### src/rtl/regfile_write_queue_if.sv
// Write-request bus between a producer and the register-bank write queue.
// Carries the valid/ready request channel, retirement controls and the
// bank-facing outputs (enables, data, pending mask, occupancy).
interface regfile_write_queue_if #(
  parameter int DATA_W = 32,
  parameter int ADDR_W = 3,
  parameter int DEPTH  = 4
);
  localparam int NUM_REG = 2 ** ADDR_W;
  localparam int CNT_W   = $clog2(DEPTH + 1);

  logic              wr_valid;
  logic              wr_ready;
  logic [ADDR_W-1:0] wr_addr;
  logic [DATA_W-1:0] wr_data;
  logic              stall;
  logic              flush;
  logic [NUM_REG-1:0] en;
  logic [DATA_W-1:0] d_in;
  logic [NUM_REG-1:0] pending;
  logic [CNT_W-1:0]  count;

  // Producer / controller side.
  modport master (
    output wr_valid, wr_addr, wr_data, stall, flush,
    input  wr_ready, en, d_in, pending, count
  );

  // Queue side.
  modport slave (
    input  wr_valid, wr_addr, wr_data, stall, flush,
    output wr_ready, en, d_in, pending, count
  );
endinterface

### src/rtl/regfile_write_queue.sv
// Write-side front end for the enabled register bank. Requests are buffered
// in a small in-order FIFO and retired one per cycle as a registered one-hot
// enable vector plus shared data bus. A pending mask flags every register
// with a queued or currently-retiring write.
module regfile_write_queue #(
  parameter int DATA_W  = 32,
  parameter int ADDR_W  = 3,
  parameter int NUM_REG = 8,
  parameter int DEPTH   = 4
) (
  input logic                  clk,
  input logic                  reset,
  regfile_write_queue_if.slave bus
);
  localparam int PTR_W = $clog2(DEPTH);
  localparam int CNT_W = $clog2(DEPTH + 1);

  // FIFO storage
  logic [ADDR_W-1:0]  r_addr [DEPTH];
  logic [DATA_W-1:0]  r_data [DEPTH];

  // Control state
  logic [PTR_W-1:0]   r_head;
  logic [PTR_W-1:0]   r_tail;
  logic [CNT_W-1:0]   r_count;
  logic [NUM_REG-1:0] r_en;
  logic [DATA_W-1:0]  r_d_in;

  logic               w_ready;
  logic               w_push;
  logic               w_pop;
  logic [NUM_REG-1:0] w_head_onehot;
  logic [NUM_REG-1:0] w_pending;

  // Ready depends only on registered occupancy and the flush/reset inputs,
  // never on wr_valid, so there is no combinational valid->ready loop.
  assign w_ready = (r_count != CNT_W'(DEPTH)) && !bus.flush && !reset;
  assign w_push  = bus.wr_valid && w_ready;
  assign w_pop   = (r_count != '0) && !bus.stall && !bus.flush;

  assign w_head_onehot = NUM_REG'(1) << r_addr[r_head];

  // Pending mask: every live FIFO entry plus the write retiring right now.
  always_comb begin
    // NOTE: every always_comb output gets a default first so no path leaves it unassigned and infers a latch.
    w_pending = r_en;
    for (int k = 0; k < DEPTH; k++) begin
      if (CNT_W'(k) < r_count) begin
        w_pending[r_addr[r_head + PTR_W'(k)]] = 1'b1;
      end
    end
  end

  // Entry storage: written at tail on every accepted request.
  // NOTE: the storage array has no reset; occupancy (r_count) alone decides which entries are live.
  always_ff @(posedge clk) begin
    if (w_push) begin
      r_addr[r_tail] <= bus.wr_addr;
      r_data[r_tail] <= bus.wr_data;
    end
  end

  // Pointers, occupancy and registered bank outputs; flush beats stall and push.
  always_ff @(posedge clk or posedge reset) begin
    if (reset) begin
      r_head  <= '0;
      r_tail  <= '0;
      r_count <= '0;
      r_en    <= '0;
      r_d_in  <= '0;
    end else if (bus.flush) begin
      // An enable already high this cycle still completes in the bank;
      // only the queued entries are discarded.
      r_head  <= '0;
      r_tail  <= '0;
      r_count <= '0;
      r_en    <= '0;
    end else begin
      if (w_push) begin
        r_tail <= r_tail + PTR_W'(1);
      end
      if (w_pop) begin
        r_head <= r_head + PTR_W'(1);
        r_en   <= w_head_onehot;
        r_d_in <= r_data[r_head];
      end else begin
        r_en   <= '0;
      end
      case ({w_push, w_pop})
        2'b10:   r_count <= r_count + CNT_W'(1);
        2'b01:   r_count <= r_count - CNT_W'(1);
        default: r_count <= r_count;
      endcase
    end
  end

  assign bus.wr_ready = w_ready;
  assign bus.en       = r_en;
  assign bus.d_in     = r_d_in;
  assign bus.pending  = w_pending;
  assign bus.count    = r_count;
endmodule

### src/flat_wrapper.sv
// flat-port wrapper written by rule: the top's interface ports become plain ports
module regfile_write_queue_flat 
#(
  parameter int DATA_W  = 32,
  parameter int ADDR_W  = 3,
  parameter int NUM_REG = 8,
  parameter int DEPTH   = 4
)
  (clk, reset, bus_wr_valid, bus_wr_addr, bus_wr_data, bus_stall, bus_flush, bus_wr_ready, bus_en, bus_d_in, bus_pending, bus_count);
  regfile_write_queue_if #(.DATA_W(DATA_W), .ADDR_W(ADDR_W), .DEPTH(DEPTH)) bus_i ();
  input logic clk;
  input logic reset;
  input wire logic [$bits(bus_i.wr_valid)-1:0] bus_wr_valid;
  input wire logic [$bits(bus_i.wr_addr)-1:0] bus_wr_addr;
  input wire logic [$bits(bus_i.wr_data)-1:0] bus_wr_data;
  input wire logic [$bits(bus_i.stall)-1:0] bus_stall;
  input wire logic [$bits(bus_i.flush)-1:0] bus_flush;
  output wire logic [$bits(bus_i.wr_ready)-1:0] bus_wr_ready;
  output wire logic [$bits(bus_i.en)-1:0] bus_en;
  output wire logic [$bits(bus_i.d_in)-1:0] bus_d_in;
  output wire logic [$bits(bus_i.pending)-1:0] bus_pending;
  output wire logic [$bits(bus_i.count)-1:0] bus_count;
  assign bus_i.wr_valid = bus_wr_valid;
  assign bus_i.wr_addr = bus_wr_addr;
  assign bus_i.wr_data = bus_wr_data;
  assign bus_i.stall = bus_stall;
  assign bus_i.flush = bus_flush;
  assign bus_wr_ready = bus_i.wr_ready;
  assign bus_en = bus_i.en;
  assign bus_d_in = bus_i.d_in;
  assign bus_pending = bus_i.pending;
  assign bus_count = bus_i.count;
  regfile_write_queue #(.DATA_W(DATA_W), .ADDR_W(ADDR_W), .NUM_REG(NUM_REG), .DEPTH(DEPTH)) u_core (.clk(clk), .reset(reset), .bus(bus_i));
endmodule
### config.mk
export PLATFORM = sky130hd
export DESIGN_NAME = regfile_write_queue_flat
export DESIGN_NICKNAME = d
export VERILOG_FILES = /design/src/rtl/regfile_write_queue_if.sv /design/src/rtl/regfile_write_queue.sv /design/src/flat_wrapper.sv
export SDC_FILE = /design/constraint.sdc
export NUM_CORES = 1
export LEC_CHECK = 0
export ABC_AREA = 1
export BUFFER_PORTS_ARGS = -buffer_cell sky130_fd_sc_hd__buf_4
export CORE_MARGIN = 2
export CORE_UTILIZATION = 60
export DETAILED_ROUTE_END_ITERATION = 8
export PLACE_DENSITY = 0.82
export SLEW_MARGIN = 20
export SYNTH_ARGS = -nofsm -noshare
export SYNTH_HDL_FRONTEND = slang
export SYNTH_SLANG_ARGS = --single-unit
### constraint.sdc
create_clock -name clk -period 8.13 [get_ports clk]
set_input_delay 0.813 -clock clk [delete_from_list [all_inputs] [get_ports clk]]
set_output_delay 0.813 -clock clk [all_outputs]
set_load 0.01 [all_outputs]
==> impl_metrics.tcl <==
set metrics [dict create \
    rsz0062_at_grt "no" \
    synth_fa_ha_area_share_pct 1.27 \
    cts_made_buffers 17 \
    vias_per_cell 5.47 \
    clock_latency_ps 440 \
    coreArea_um2 12700 \
    io_buffers 91 \
    worstPathArrival_ps 2860 \
    p_per_area_nw_per_um2 320 \
    hold_path_class "reg2reg" \
    synthCells 781 \
    cts_resized 0 \
    relSlewSlack_pct 29.6 \
    row_count 41 \
    routedWlPerCell_um 16.9 \
    ys_types 24 \
    vias 5764 \
    vdd_drop_max_mv 0.230 \
    switching_share_pct 33.0 \
    clk_pin_slew_ps 60 \
    period_share_pct 45.2 \
    cts_buffer_depth 2 \
    ys_seq_area_share_pct 68.0 \
    fin_worst_skew_ps 10.6 \
    n_antenna_cell 0 \
    finalInstanceArea_um2 9480 \
    yosys.area_share.xor_xnor_pct 0.221 \
    hpwl_um 11100 \
    ys_ff_latch 187 \
    drv_slew 0 \
    timing.hold.ws_ps 479 \
    drt-initial-drc-count 624 \
    drv_cap 0 \
    required_ps 7320 \
    die_y_um 119 \
    die_x_um 119 \
    fmax_mhz 272 \
    ys_warn_count 0 \
    drc_errors 0 \
    worst_pin_slew_ps 1050 \
    postPlaceCellArea_um2 8710 \
    final_common_cell "nand2_1" \
    synth_mux_area_share_pct 0 \
    synth_top_family_by_area "simple AND/OR/NAND/NOR gates" \
    synthesis.nets 829 \
    critPathCaptureType "primary output" \
    cts.sinks 187 \
    ant_nets 0 \
    cts_tree "done" \
    mostFrequentLayoutCells "363 x nand2_1, 140 x edfxtp_1, 92 x buf_4" \
    tns_ps 0 \
    fin_crit_ps 3670 \
    cts_setup_buffers 0 \
    p_seq_share_pct 39.9 \
    synth_compound_area_share_pct 0.870 \
    ctsHtreeMaxLevel 4 \
    worstPathMaxFanout 25 \
    netSwitchingPower_uw 999 \
    fillers 847 \
    synth.avg_cell_area_um2 10.1 \
    grt_pass1_wl_um 28600 \
    num-nets-final 917 \
    antenna_found_initial 0 \
    syn_area_um2 7910 \
    synthSimpleGateAreaFrac_pct 25.9 \
    grt_pass1_vias 5844 \
    io_pins 92 \
    grt-ovfl-total 0 \
    grt_max_degree 50 \
    setup-violations-final 0 \
    grt_usage_pct 26.4 \
    cp-start-kind "flip-flop" \
    die-area_um2 14100 \
    p_leak_uw 0.00406 \
    p_clk_share_pct 30.8 \
    hold_viol 0 \
    clk_root_buffer_cell "clkbuf_16" \
    postCtsHoldBufs 0 \
    initial_utilization_pct 62.2 \
    combPwrFrac_pct 29.3 \
    critical_path_class "reg2out" \
    routed_wl_um 17800 \
    area_growth_pct 19.8 \
    drive_above_1_share_pct 16.8 \
    status "finished clean" \
    gp_congestion 0.918 \
    p_int_uw 2030 \
    dr.pass1.iters 5 \
]
## cell type report
class / count / area (um^2) / area share (%)
flip-flops and latches: 187 / 5380 / 56.8
multi-input cells: 525 / 2270 / 23.9
repair buffers: 96 / 781 / 8.24
clock buffers: 20 / 467 / 4.93
well taps: 172 / 215 / 2.27
clock inverters: 12 / 208 / 2.19
inverters: 42 / 158 / 1.66
## power groups by stage
stage          Sequential, uW  Combinational (uW)  Clock (uW)
6_report                 1210                 887         932
5_1_grt                  1220                 989         972
4_1_cts                  1210                 886         935
3_5_place_dp             1230                 877           0
3_3_place_gp             1220                 853           0
2_1_floorplan            1240                 526           0
## per-layer routing
layer  wire [um]  track usage, %  up-vias
li1            -               -     2751
met1        7500            32.8     2733
met2        8680            44.6      245
met5           0               0        -
met3        1200            6.03       35
met4         392            11.6        0
## sequential cells by signal (all words and copies together) (netlist names)
name,cells
u_core.r_tail,2
u_core.bus.d_in,32
u_core.r_data,128
u_core.bus.count,3
u_core.r_addr,12
u_core.r_head,2
u_core.bus.en,8
## synthesized netlist by cell type
cell type  instances  share of area (%)
nand2_1          363                 17
edfxtp_1         140                 53
nor2_1            56                2.7
dfrtp_1           47                 15
nand3_1           40                2.5
inv_1             36                1.7
nand4_1           33                2.6
clkbuf_1          17               0.81
ha_1               8                1.3
o21ai_0            7               0.44
inv_2              6               0.28
buf_2              5               0.32
nand2_2            5               0.40
buf_4              3               0.28
o21ai_1            3               0.19
buf_6              2               0.28
nor3_1             2               0.13
xnor2_1            2               0.22
a21oi_1            1              0.063
nor2_4             1               0.14
nor4_1             1              0.079
nor4_2             1               0.16
o21bai_1           1              0.095
o22ai_1            1              0.079
## worst max-delay path, cell delays in order (launching register included)
cell and delay, ps:
dfrtp_1 790, inv_2 340, nand2_1 180, nand2_1 250, nand2_1 170, nand2_1 140
nand2_1 130, nor2_1 70, nor2_1 110, nand3_1 90, buf_4 150
## kinds of logic after synthesis
family          Yosys count
simple gates            502
flops                   187
buf+inv                  69
compound gates           13
fa+ha+maj                 8
xor+xnor                  2
## path summary, 6_finish.rpt
kind                                     start             endpoint  slack [ps]  cells after the start
max                           u_core.r_head[0]       bus_pending[3]        4460                     10
min                         u_core.bus.d_in[7]   u_core.bus.d_in[7]         480                      2
max reg2reg                u_core.bus.count[1]  u_core.bus.count[2]        5120                     11
min reg2reg                 u_core.bus.d_in[7]   u_core.bus.d_in[7]         480                      2
max in group asynchronous                reset   u_core.bus.d_in[1]        7130                      3
min in group asynchronous                reset  u_core.bus.count[2]         560                      3
## metrics by stage
step                std cells  utilization [%]  worst slack (ps)  total power (uW)
floorplan                 781                -              3860              1760
global placement         1018             68.5              4610              2070
detailed placement       1018             68.5              4450              2100
CTS                      1050             73.8              4490              3030
global route             1054             74.5              4210              3180
finish                   1054             74.5              4460              3030
(Power assumes the default switching activity.)
